### src/rtl/led_seq_pkg.sv
`default_nettype none
// ============================================================================
// Module      : led_seq_pkg
// Description : Mode codes, bounce direction type and initial-pattern helper
//               shared by the LED sequencer.
// Revision    : 1.0 - initial release
// ============================================================================
package led_seq_pkg;

  localparam logic [1:0] MODE_BLINK  = 2'b00;
  localparam logic [1:0] MODE_CHASE  = 2'b01;
  localparam logic [1:0] MODE_BOUNCE = 2'b10;
  localparam logic [1:0] MODE_COUNT  = 2'b11;

  typedef enum logic {
    DIR_DOWN = 1'b0,
    DIR_UP   = 1'b1
  } dir_e;

  // Bit idx of the pattern a mode starts from; evaluated per bit so any
  // LED count works without a fixed maximum width.
  function automatic logic init_bit(input logic [1:0] mode, input int unsigned idx);
    logic b;
    case (mode)
      MODE_BLINK:  b = idx[0];
      MODE_CHASE:  b = (idx == 0);
      MODE_BOUNCE: b = (idx == 0);
      default:     b = 1'b0;
    endcase
    return b;
  endfunction

endpackage
`default_nettype wire

### src/rtl/led_seq_prescaler.sv
`default_nettype none
// ============================================================================
// Module      : led_seq_prescaler
// Description : Divides CLK into a one-cycle advance strobe every N enabled
//               cycles; clr restarts the period.
// Revision    : 1.0 - initial release
// ============================================================================
module led_seq_prescaler
  import led_seq_pkg::*;
#(
  parameter int N = 6_000_000
) (
  input  logic CLK,
  input  logic RST,
  input  logic EN,
  input  logic clr,
  output logic adv
);

  localparam int              CNT_W    = (N > 1) ? $clog2(N) : 1;
  localparam logic [CNT_W-1:0] CNT_LAST = CNT_W'(N - 1);

  logic [CNT_W-1:0] cnt_q;
  logic [CNT_W-1:0] cnt_d;

  assign adv = EN && (cnt_q == CNT_LAST);

  always_comb begin
    cnt_d = cnt_q;
    if (clr) begin
      cnt_d = '0;
    end else if (adv) begin
      cnt_d = '0;
    end else if (EN) begin
      cnt_d = cnt_q + CNT_W'(1);
    end
  end

  always_ff @(posedge CLK) begin
    if (RST) begin
      cnt_q <= '0;
    end else begin
      cnt_q <= cnt_d;
    end
  end

endmodule
`default_nettype wire

### src/rtl/led_sequencer.sv
`default_nettype none
// ============================================================================
// Module      : led_sequencer
// Description : Multi-channel LED pattern generator (blink/chase/bounce/count)
//               advancing once per prescaler tick. Define LED_SEQ_PWM_DIM_EN
//               to add the DIM port and global PWM brightness gating.
// Revision    : 1.0 - initial release
// ============================================================================
module led_sequencer
  import led_seq_pkg::*;
#(
  parameter int N        = 6_000_000,
  parameter int NUM_LEDS = 8
`ifdef LED_SEQ_PWM_DIM_EN
  ,
  parameter int PWM_BITS = 4
`endif
) (
  input  logic                CLK,
  input  logic                RST,
  input  logic                EN,
  input  logic [1:0]          MODE,
`ifdef LED_SEQ_PWM_DIM_EN
  input  logic [PWM_BITS-1:0] DIM,
`endif
  output logic [NUM_LEDS-1:0] LED,
  output logic                TICK
);

  logic                mode_q,   mode_unused_n;
  logic [1:0]          mode_r_q;
  logic [1:0]          mode_r_d;
  logic [NUM_LEDS-1:0] pattern_q;
  logic [NUM_LEDS-1:0] pattern_d;
  dir_e                dir_q;
  dir_e                dir_d;
  logic                tick_q;
  logic                tick_d;
  logic [NUM_LEDS-1:0] init_pat;
  logic [NUM_LEDS-1:0] shl;
  logic [NUM_LEDS-1:0] shr;
  logic                mode_chg;
  logic                adv;

  assign mode_q        = 1'b0;
  assign mode_unused_n = mode_q;

  for (genvar i = 0; i < NUM_LEDS; i++) begin : g_init
    assign init_pat[i] = init_bit(MODE, i);
  end

  assign mode_chg = (MODE != mode_r_q);
  assign shl      = pattern_q << 1;
  assign shr      = pattern_q >> 1;

  led_seq_prescaler #(
    .N (N)
  ) u_prescaler (
    .CLK (CLK),
    .RST (RST),
    .EN  (EN),
    .clr (mode_chg),
    .adv (adv)
  );

  // A mode change outranks a coincident advance: the new mode starts fresh.
  always_comb begin
    mode_r_d  = mode_r_q;
    pattern_d = pattern_q;
    dir_d     = dir_q;
    tick_d    = 1'b0;
    if (mode_chg) begin
      mode_r_d  = MODE;
      pattern_d = init_pat;
      dir_d     = DIR_UP;
    end else if (adv) begin
      tick_d = 1'b1;
      case (mode_r_q)
        MODE_BLINK: pattern_d = ~pattern_q;
        MODE_CHASE: pattern_d = shl | (pattern_q >> (NUM_LEDS - 1));
        MODE_BOUNCE: begin
          if (NUM_LEDS > 1) begin
            if (dir_q == DIR_UP) begin
              pattern_d = shl;
              dir_d     = shl[NUM_LEDS-1] ? DIR_DOWN : DIR_UP;
            end else begin
              pattern_d = shr;
              dir_d     = shr[0] ? DIR_UP : DIR_DOWN;
            end
          end
        end
        default: pattern_d = pattern_q + NUM_LEDS'(1);
      endcase
    end
  end

  always_ff @(posedge CLK) begin
    if (RST) begin
      mode_r_q  <= MODE;
      pattern_q <= init_pat;
      dir_q     <= DIR_UP;
      tick_q    <= 1'b0;
    end else begin
      mode_r_q  <= mode_r_d;
      pattern_q <= pattern_d;
      dir_q     <= dir_d;
      tick_q    <= tick_d;
    end
  end

  assign TICK = tick_q;

`ifdef LED_SEQ_PWM_DIM_EN
  logic [PWM_BITS-1:0] pwm_cnt_q;
  logic [PWM_BITS-1:0] pwm_cnt_d;
  logic                lit;

  assign pwm_cnt_d = pwm_cnt_q + PWM_BITS'(1);
  // Full-scale DIM means fully on rather than on for all-but-one slot.
  assign lit       = (pwm_cnt_q < DIM) || (DIM == {PWM_BITS{1'b1}});

  always_ff @(posedge CLK) begin
    if (RST) begin
      pwm_cnt_q <= '0;
    end else begin
      pwm_cnt_q <= pwm_cnt_d;
    end
  end

  assign LED = pattern_q & {NUM_LEDS{lit}};
`else
  assign LED = pattern_q;
`endif

endmodule
`default_nettype wire

### config.mk
export PLATFORM = sky130hd
export DESIGN_NAME = led_sequencer
export DESIGN_NICKNAME = d
export VERILOG_FILES = /design/src/rtl/led_seq_pkg.sv /design/src/rtl/led_seq_prescaler.sv /design/src/rtl/led_sequencer.sv
export SDC_FILE = /design/constraint.sdc
export NUM_CORES = 1
export LEC_CHECK = 0
export ABC_AREA = 0
export BUFFER_PORTS_ARGS = -buffer_cell sky130_fd_sc_hd__clkbuf_2
export CORE_UTILIZATION = 52
export CTS_CLUSTER_SIZE = 10
export DETAILED_ROUTE_END_ITERATION = 10
export PLACE_DENSITY = 0.76
export SLEW_MARGIN = 20
export SYNTH_ARGS = -nofsm -noshare
export SYNTH_HDL_FRONTEND = slang
export SYNTH_SLANG_ARGS = --single-unit
### constraint.sdc
create_clock -name CLK -period 1.78 [get_ports CLK]
set_clock_uncertainty 0.1 [all_clocks]
set_input_delay 0.267 -clock CLK [delete_from_list [all_inputs] [get_ports CLK]]
set_output_delay 0.267 -clock CLK [all_outputs]
set_load 0.05 [all_outputs]
### Word level (Yosys, flattened, before mapping)

Cells that the tools add are included.
Widths: inputs -> output; s select.

* logic and storage cells: 38
* bits in registers: 35
* bits of input ports: 5
* output and inout port bits: 9

* reduce and logical (&&, ||, !) cells: 9
* bitwise operators: 2
* multiplexer cells: 13
* eq/ne operators: 6
* add/sub/neg operators: 2

Operators by type and width (count)
* $mux 8: 4
* $pmux 8 s3: 1
* $add 23x1->23 const B: 1
* $eq 23x23->1 const B: 1
* $add 8x1->8 const B: 1
* $not 8->8: 1
* $or 8x1->8: 1
* $mux 1: 6
* $eq 2x1->1 const B: 2
* $eq 2x2->1 const B: 2
* $logic_not 2->1: 2
* $mux 2: 2
* $reduce_or 2->1: 2
* $reduce_bool 3->1: 1
* $reduce_or 3->1: 1
* $ne 2x2->1: 1
* $reduce_and 2->1: 1
* $reduce_bool 2->1: 1
* $logic_and 1x1->1: 1

### Depth between registers and ports, before layout

Gate-level depths: netlist of the first run.

* depth in word-level cells: 5
* mapped depth: 7
* depth with buffers taken out: 6

### By module

A second synthesis of the first run with hierarchy kept.

* cell total of the unflattened synthesis: 232
* area, all modules: 2068.2 sq um

Modules (own cells, without submodules)
* led_seq_prescaler: cells an instance 128, sequential area each 460.4 sq um, instances 1, area each 1113.6 sq um
* led_sequencer: cells an instance 104, sequential area each 310.3 sq um, instances 1, area each 954.7 sq um

### Least setup slack after synthesis of the first run

Ideal clock, no wire load.

* kind: register -> register
* start point: register pattern_q[2], in the netlist LED[2]
* end point: register pattern_q[7], in the netlist LED[7], data pin
* data arrival time: 1.535 ns
* buffers on the path: 0
* library setup time: 0.259 ns
* required time: 1.421 ns
* cell stages (with the launch flop): 6
* slack: -0.114 ns
* clock period less this slack: 1.894 ns
* cell sequence: dfxtp_1 -> and4_1 -> nand4_1 -> xnor2_1 -> a31oi_1 -> o21ai_1

* longest elaborated chain between the ends: 5

RTL lines
* from (decl): RTL line led_sequencer.sv:33 `logic [NUM_LEDS-1:0] pattern_q;`
* from (signal assigned): RTL line led_sequencer.sv:100 `pattern_q <= init_pat;`
* from (signal assigned): RTL line led_sequencer.sv:105 `pattern_q <= pattern_d;`
* $add 8x1->8: RTL line led_sequencer.sv:92 `default: pattern_d = pattern_q + NUM_LEDS'(1);`
* $pmux 8 s3: RTL line led_sequencer.sv:78 `case (mode_r_q)`
* $mux 8: RTL line led_sequencer.sv:76 `end else if (adv) begin`
* $mux 8: RTL line led_sequencer.sv:72 `if (mode_chg) begin`
* $mux 8: RTL line led_sequencer.sv:98 `if (RST) begin`

Every way passes these cells. The select of a mux whose other input is x is not followed.
A chain may end at the register's enable or synchronous reset.

### Final worst setup path of the first run

* start point: register u_prescaler.cnt_q[0]
* end point: register u_prescaler.cnt_q[5]

* longest elaborated chain between the ends: 3
* elaborated cells on any way between the ends: 4
* classes of those cells: 1 x add/sub; 1 x eq/ne; 2 x reduce/logical

RTL lines
* from (decl): RTL line led_seq_prescaler.sv:23 `logic [CNT_W-1:0] cnt_q;`
* from (signal assigned): RTL line led_seq_prescaler.sv:43 `cnt_q <= cnt_d;`
* parallel branches: the longest is 3 deep, another holds $add 23x1->23

Several ways; the timed one is not identified.

==> results of run 1 <==
flip-flops by register name (all words and copies together) (netlist names):
signal / cells
mode_r_q: 2
TICK: 1
LED: 8
u_prescaler.cnt_q: 23
dir_q: 1
per-stage QoR:
stage	power, mW	std cells	setup WS (ns)	cell area [um2]
floorplan	1.061	220	-0.09193	1973
global placement	1.153	300	0.08036	2293
detailed placement	1.154	300	0.002602	2293
CTS	1.930	308	0.03233	2427
global route	1.993	310	0.003117	2481
finish	1.921	310	0.1303	2481
final timing paths:
check                           depth (start not counted)  slack, ns                     to
worst max-delay path                                    7       0.13   u_prescaler.cnt_q[5]
worst min-delay path                                    1       0.10            mode_r_q[1]
worst max register to register                          7       0.13   u_prescaler.cnt_q[5]
worst min register to register                          2       0.41  u_prescaler.cnt_q[22]
kinds of logic (layout without fill, tap and decap cells):
family	after synthesis	after routing	share of synthesized area
AND/OR/NAND/NOR	94	94	0.2815
flip-flops	35	35	0.3924
XOR/XNOR	26	26	0.1159
AO/OA/AOI/OAI	40	40	0.1331
multiplexers	2	2	0.01019
adder cells (fa/ha/maj)	3	3	0.01911
buffers and inverters	20	64	0.04777
final cells by class:
| cell class | count | area [um2] |
|---|---|---|
| Fill cell | 273 | 987.2 |
| Tap cell | 46 | 57.56 |
| Sequential cell | 35 | 772.0 |
| Clock inverter | 1 | 30.03 |
| Clock buffer | 7 | 97.59 |
| Inverter | 11 | 41.29 |
| Multi-Input combinational cell | 165 | 1152 |
| Timing Repair Buffer | 45 | 330.3 |
power breakdown:
part | internal (mW) | switching, mW
clock network | 0.503 | 0.275
logic | 0.111 | 0.175
registers | 0.833 | 0.0236
total | 1.45 | 0.474
layer usage:
layer  global-route usage  routed length [um]  up-vias
li1                     -                   -      859
met1               0.2633                1758      820
met2               0.3949                1999       46
met3              0.05797                 187        7
met4              0.09943                  77        0
met5                    0                   0        -
cell usage after synthesis (2+ instances only):
master / number / area (um2)
a21oi_1: 6 / 30.03
nor2_1: 30 / 112.6
nor4_1: 2 / 12.51
o32ai_1: 2 / 17.52
nand3_1: 5 / 25.02
nor2_2: 3 / 18.77
clkbuf_1: 3 / 11.26
nor4_4: 2 / 42.54
mux2i_1: 2 / 20.02
xnor2_1: 11 / 96.34
nand4_1: 8 / 50.05
and3_1: 3 / 18.77
o21ai_0: 8 / 40.04
nand2b_1: 2 / 12.51
o211ai_1: 2 / 15.01
nand2_1: 20 / 75.07
xor2_1: 15 / 131.4
edfxtp_1: 7 / 210.2
inv_1: 11 / 41.29
buf_2: 3 / 15.01
buf_4: 2 / 15.01
a2bb2oi_1: 2 / 17.52
dfxtp_1: 28 / 560.5
ha_1: 3 / 37.54
o221ai_1: 2 / 17.52
nor2b_1: 2 / 12.51
a31oi_1: 5 / 31.28
o21ai_1: 5 / 25.02
and4_1: 2 / 17.52
o22ai_1: 2 / 12.51
repair_timing:
action	CTS	global route
resized for setup	1	8
buffers inserted	0	2
cloned	0	0
pin swaps	0	3
endpoints found under the setup margin	1	33
==> flow_summary.yaml, run 1 <==
status:
  outcome: "complete, no violations"
power:
  ir_drop_mv: 0.8460
  power_density_nw_per_um2: 774.4
  power_leakage_nw: 0.9681
clock_tree:
  clock_sinks: 35
  clock_latency_ns: 0.29
  htree_num_levels: 2
  cts_tree: "built"
  cts_hold_buf: 0
  clock-root-buffer: "clkbuf_8"
  cts_buffers: 5
  clockBufferDepth: 2
  clkTransAtPathRegs_ns: 0.06
synth:
  syn_inst: 220
  synthArstFlopShare: 0
  syn_avg_cell_area_um2: 8.929
  synth_edf_count: 7
  yosysWarnings: 0
  netlist_area_um2: 1964
  ys_seq_area_frac: 0.3924
  synth-seq-cells: 35
  synth_top_flop_cell: "dfxtp_1"
  syn-num-nets: 228
  yosysUniqueCellTypes: 52
sta:
  tightest_slew_ns: 0.4494
  fmax_mhz: 606.2
  hold_violations: 0
  setup_viol: 0
  max_slew_margin: 0.6966
  rsz0062_at_grt: "no"
  fin_crit_sh: 0.9268
  whs_ns: 0.1010
  maxSlewViolCount: 0
  final.setup.tns_ns: 0
  finalCriticalPeriod_ns: 1.650
routing:
  drtIter0Drc: 150
  wl_per_cell_um: 12.97
  drc: 0
  drt_pass1_iterations: 4
  vias_per_cell: 5.587
  wl_um: 4022
  vias: 1732
  detail-route-antenna-nets: 0
die:
  fp-row-count: 21
  die_area_um2: 4027
  die_h_um: 63.46
  coreArea_um2: 3468
  die_x_um: 63.46
  start_util: 0.5664
  ioPinCount: 14
setup_path:
  path_class: "reg2reg"
  end_kind: "register"
  crit_family: "simple AND/OR/NAND/NOR gates"
  reg2reg_from: "u_prescaler.cnt_q[0]"
  cp_cell_sequence: "ha_1, nand3_4, nor2_4, nand4_1, nand2b_4, buf_12, nor2_1"
  arrival_ns: 1.73
  max_stage_delay_ns: 0.33
  start_kind: "register"
  cp-startpoint: "u_prescaler.cnt_q[0]"
  slowest_stage: "dfxtp_1"
  crit_buf_inv: 1
  cp_max_fo: 12
  crit_required_ns: 1.86
layout:
  final_cell_mix: "nor2_1, buf_4, dfxtp_1, nand2_1, xor2_1"
  drive_gt1_frac: 0.2803
  fin_util: 0.7154
  antenna_cells: 0
  nets: 271
  syn_to_final_growth_pct: 26.31
grt:
  antenna_found_initial: 0
  first_global_vias: 1664
  grt-ovfl-total: 0
  grt_pass1_wl_um: 7162
  grt_max_degree: 19
  grt_usage: 0.2284
place:
  place_congestion: 0.9526
  port_buffers: 13
  dpl.hpwl_um: 2964
hold_path:
  min_path_type: "in2reg"
  hp-start: "MODE[1]"
run:
  maxCapViolCount: 0
Power figures use the tool's default switching activity.
==> inputs of run 2 (changes only) <==
- CORE_ASPECT_RATIO: default -> 0.6
- CORE_UTILIZATION: 52 -> 54
- PLACE_DENSITY: 0.76 -> 0.78
==> run 2 against run 1 <==
Effect of this change: wire length up 14%; critical path type unchanged; largest cell class unchanged; critical endpoint is now LED[1]; non-clock buffer count up 1; global-route usage up 3.3 points; cell count up 0.32%; flip-flop and latch count unchanged; worst hold slack better by 0.0061 ns; first-iteration DRC count up 29%; register-to-register slack worse by 0.09 ns; highest routed layer unchanged.
==> flow_summary.yaml, run 2 (synthesized netlist as in run 1, its figures left out) <==
sta:
  setup_viol: 0
  max_slew_margin: 0.7387
  hold_violations: 0
  fin_crit_sh: 0.9748
  tightest_slew_ns: 0.3870
  finalCriticalPeriod_ns: 1.735
  maxSlewViolCount: 0
  whs_ns: 0.1071
  final.setup.tns_ns: 0
  fmax_mhz: 576.3
  fin_ws_ns: 0.04492
layout:
  postLayoutCellArea_um2: 2481
  fillCellCount: 246
  instances_no_fill: 311
  antenna_cells: 0
  drive_gt1_frac: 0.3120
  regMostFlops: "u_prescaler.cnt_q"
  fin_util: 0.7377
  nets: 273
  final_cell_mix: "buf_4, nor2_1, dfxtp_1, nand2_1, xor2_1"
  largest_reg_flops: 23
  syn_to_final_growth_pct: 26.31
  layout.cells.most_common: "buf_4"
clock_tree:
  clock-root-buffer: "clkbuf_8"
  cts_hold_buf: 0
  cts_tree: "built"
  clockBufferDepth: 2
  clkTransAtPathRegs_ns: 0.07
  clock_latency_ns: 0.29
  cts_buffers: 5
  htree_num_levels: 2
  clock_sinks: 35
setup_path:
  start_kind: "register"
  cp-startpoint: "u_prescaler.cnt_q[17]"
  arrival_ns: 1.63
  rr_worst_depth: 5
  cp_max_fo: 5
  path_class: "reg2reg"
  reg2reg_from: "u_prescaler.cnt_q[17]"
  end_kind: "register"
  crit_required_ns: 1.67
power:
  power_mw: 1.843
  power_density_nw_per_um2: 742.9
  ir_drop_mv: 0.4887
  power_leakage_nw: 0.9658
grt:
  grt-ovfl-total: 0
  grt_usage: 0.2614
  antenna_found_initial: 0
  first_global_vias: 1607
  grt_pass1_wl_um: 7714
  grt_max_degree: 17
routing:
  drt-met1-wl_um: 2286
  top_layer: "met4"
  wl_met3_um: 342
  wl_met2_um: 1928
  drtIter0Drc: 194
  vias_per_cell: 5.630
  drt_pass1_iterations: 4
  wl_um: 4603
  detail-route-antenna-nets: 0
  vias: 1751
  drc: 0
  wl_per_cell_um: 14.80
die:
  ioPinCount: 14
  die_area_um2: 3891
  fp-row-count: 16
  coreArea_um2: 3363
  start_util: 0.5841
  die_x_um: 79.87
  die_h_um: 48.72
hold_path:
  min_path_cells: 1
  hp-start: "MODE[0]"
  min_path_type: "in2reg"
place:
  dpl.hpwl_um: 3396
  port_buffers: 13
  dp_cells: 299
  pre_cts_ws_ns: -0.1136
  placed_cell_area_um2: 2292
  place_congestion: 0.9726
run:
  maxCapViolCount: 0
status:
  outcome: "complete, no violations"
## run 2: path summary, 6_finish.rpt
path                                end  slack, ns
setup reg to reg                 LED[1]       0.04
setup / recovery                 LED[1]       0.04
hold reg to reg   u_prescaler.cnt_q[20]       0.42
hold / removal              mode_r_q[0]       0.11
## run 2: critical path, cell delays in order (launching register included)
cell and delay [ns]:
dfxtp_2 0.35, nand4_1 0.18, nor4_4 0.31, nand4_1 0.15, buf_4 0.19, nand2b_2 0.15
## run 2: area by class of cell
class | instances | area, um2 | area share
Timing Repair Buffer | 46 | 337.8 | 0.1362
Sequential cell | 35 | 778.2 | 0.3137
Inverter | 11 | 41.29 | 0.01664
Clock inverter | 1 | 30.03 | 0.01210
Clock buffer | 7 | 76.32 | 0.03076
Tap cell | 45 | 56.30 | 0.02269
Multi-Input combinational cell | 166 | 1161 | 0.4680
## run 2: power breakdown
group / leakage (nW) / switching [mW] / internal [mW] / total [mW]
logic: 0.608 / 0.176 / 0.114 / 0.291
clock network: 0.0524 / 0.271 / 0.419 / 0.690
registers: 0.305 / 0.0296 / 0.833 / 0.862
## run 2: what timing repair did
| item | 4_1_cts | 5_1_grt |
|---|---|---|
| endpoints found under the setup margin | 30 | 32 |
| pin swaps | 0 | 8 |
| setup buffers | 0 | 3 |
| gates resized for setup | 3 | 14 |
| cloned | 0 | 1 |
| endpoints found under the hold margin | 0 | 0 |
## run 2: layer usage
| layer | track usage | up-vias |
|---|---|---|
| met3 | 0.06981 | 5 |
| met1 | 0.4061 | 817 |
| li1 | - | 870 |
| met4 | 0.09524 | 0 |
| met5 | 0 | - |
| met2 | 0.3362 | 59 |
==> inputs of run 3 (changes only) <==
- ABC_AREA: 0 -> 1
==> run 3 against run 2 <==
Effect of this change: die area increased by 13%; count of clock-buffer cells in the layout unchanged; total power decreased by 11%; area after synthesis increased by 14%; fmax increased by 2.0%; design area increased by 2.4%; core utilization decreased by 7.0 points; combinational power decreased by 22%; sequential power decreased by 0.5%; non-clock buffer count decreased by 19; largest cell class unchanged.
==> flow_summary.yaml, run 3 <==
place:
  dpl.hpwl_um: 4455
  port_buffers: 13
  pre_cts_ws_ns: 0.06062
  place_congestion: 0.9459
  dp_cells: 418
  placed_cell_area_um2: 2404
die:
  ioPinCount: 14
  start_util: 0.5863
  fp-row-count: 17
  die_area_um2: 4403
  die_h_um: 51.80
  coreArea_um2: 3807
  die_x_um: 85
synth:
  netlist_area_um2: 2232
  synth_xor_area_frac: 0.02354
  synthArstFlopShare: 0
  syn-num-nets: 360
  synth_top_area_frac: 0.2511
  synth_compound_area_frac: 0.08688
  synth_area_leaders: "dfxtp_1, nand2_1, nor2_1"
  synth-adder-area-share: 0.01682
  syn_avg_cell_area_um2: 6.341
  yosysMostFrequentCell: "nand2_1"
  yosysWarnings: 0
  synth_edf_count: 7
  synth_top_flop_cell: "dfxtp_1"
  yosysUniqueCellTypes: 28
  synth-seq-cells: 35
  synth_top_family_by_area: "simple AND/OR/NAND/NOR gates"
  synth_commonest_cells: "nand2_1, nor2_1, inv_1"
  syn_inst: 352
  yosys.area_share.simple: 0.4445
  synthMuxAreaShare: 0
  ys_seq_area_frac: 0.3453
  synth_largest_area_cell: "dfxtp_1"
clock_tree:
  cts_tree: "built"
  htree_num_levels: 2
  clockBufferDepth: 2
  cts_buffers: 5
  clock-root-buffer: "clkbuf_8"
  clkTransAtPathRegs_ns: 0.07
  cts_hold_buf: 0
  clock_sinks: 35
  clock_latency_ns: 0.29
routing:
  wl_per_cell_um: 13.70
  wl_um: 5889
  vias: 2379
  drtIter0Drc: 326
  drc: 0
  vias_per_cell: 5.533
  detail-route-antenna-nets: 0
  drt_pass1_iterations: 6
setup_path:
  arrival_ns: 1.78
  path_class: "reg2reg"
  critPathMostFrequentCell: "nand3_1"
  start_kind: "register"
  crit_buf_inv: 1
  cp_cell_sequence: "ha_2, nand3_1, nor2_2, buf_4, nand3_1, nand3b_1, nand2_1, nor2_1"
  end_kind: "register"
  crit_required_ns: 1.86
  max_stage_delay_ns: 0.36
  cp_max_fo: 4
  crit_family: "simple AND/OR/NAND/NOR gates"
  slowest_stage: "dfxtp_1"
layout:
  regMostFlops: "u_prescaler.cnt_q"
  antenna_cells: 0
  largest_reg_flops: 23
  syn_to_final_growth_pct: 13.85
  seq_area_um2: 770.7
  postLayoutCellArea_um2: 2541
  fillCellCount: 343
  instances_no_fill: 430
  final_cell_mix: "nand2_1, nor2_1, inv_1, nand3_1, dfxtp_1"
  layout.cells.most_common: "nand2_1"
  drive_gt1_frac: 0.1384
  multiInputGateArea_um2: 1303
  nets: 390
sta:
  hold_violations: 0
  finalCriticalPeriod_ns: 1.701
  maxSlewViolCount: 0
  fin_ws_ns: 0.07854
  setup_viol: 0
  tightest_slew_ns: 0.3816
  fmax_mhz: 587.7
  max_slew_margin: 0.7437
  rsz0062_at_grt: "yes"
  fin_crit_sh: 0.9559
  final.setup.tns_ns: 0
power:
  power_mw: 1.636
  switching_share: 0.2846
  ir_drop_mv: 0.4168
  power_leakage_nw: 1.038
  pwr-share-clk: 0.336
  comb_power_share: 0.140
  power_density_nw_per_um2: 643.6
  p_sw_uw: 465.4
  power_frac_seq: 0.524
  internal_power_mw: 1.170
run:
  maxCapViolCount: 0
grt:
  first_global_vias: 2059
  grt-ovfl-total: 0
  grt_max_degree: 23
  grt_usage: 0.2912
  grt_pass1_wl_um: 9770
  antenna_found_initial: 0
status:
  outcome: "complete, no violations"
hold_path:
  min_path_type: "in2reg"
## run 3: cell count changes in the layout (fill, tap and decap cells not counted), sizes merged, moves of 10 or more
cell and delta:
xor2 -10, xnor2 -10, buf -19, nor2 +34
nand3 +23, inv +31, nand2 +90
## run 3: layout make-up
cell class | instances | area share
well taps | 47 | 0.02314
repair buffers | 27 | 0.06696
clock buffers | 7 | 0.03003
inverters | 42 | 0.06204
flip-flops and latches | 35 | 0.3033
clock inverters | 1 | 0.001969
multi-input cells | 271 | 0.5126
## run 3: power by group through the flow
stage,Combinational (mW),Clock [mW],Sequential (mW)
detailed placement,0.211,0,0.875
global route,0.257,0.594,0.858
global placement,0.209,0,0.875
floorplan,0.122,0,0.906
finish,0.228,0.549,0.858
CTS,0.212,0.554,0.857
## run 3: worst paths after layout
kind                        start               endpoint  slack (ns)  depth (start not counted)
min reg2reg  u_prescaler.cnt_q[0]   u_prescaler.cnt_q[0]        0.39                          2
min                       MODE[1]            mode_r_q[1]        0.09                          1
max          u_prescaler.cnt_q[0]  u_prescaler.cnt_q[22]        0.08                          8
max reg2reg  u_prescaler.cnt_q[0]  u_prescaler.cnt_q[22]        0.08                          8
## run 3: logic make-up after synthesis
family	Yosys count
and+or+nand+nor	226
DFF	35
adders and majority gates	3
AOI/OAI and AO/OA	36
buffers and inverters	46
xor gates and xnor gates	6
## run 3: per-stage QoR
stage,utilization,hold WS (ns)
4_1_cts,0.6526,0.08554
3_5_place_dp,0.6313,0.3743
5_1_grt,0.6674,0.09700
6_report,0.6674,0.08661
3_3_place_gp,0.6313,0.3677
2_1_floorplan,-,0.2659
## run 3: routing by layer
metal | global-route usage | up-vias | part of all wire
met5 | 0 | - | 0
met4 | 0.04520 | 0 | 0.0071
met3 | 0.07619 | 9 | 0.11
met2 | 0.3790 | 114 | 0.36
met1 | 0.4676 | 1068 | 0.52
li1 | - | 1188 | -
## run 3: timing repair
action                     4_1_cts  5_1_grt
setup endpoints to repair        0       23
gates resized for setup          0       12
buffers inserted                 0        4
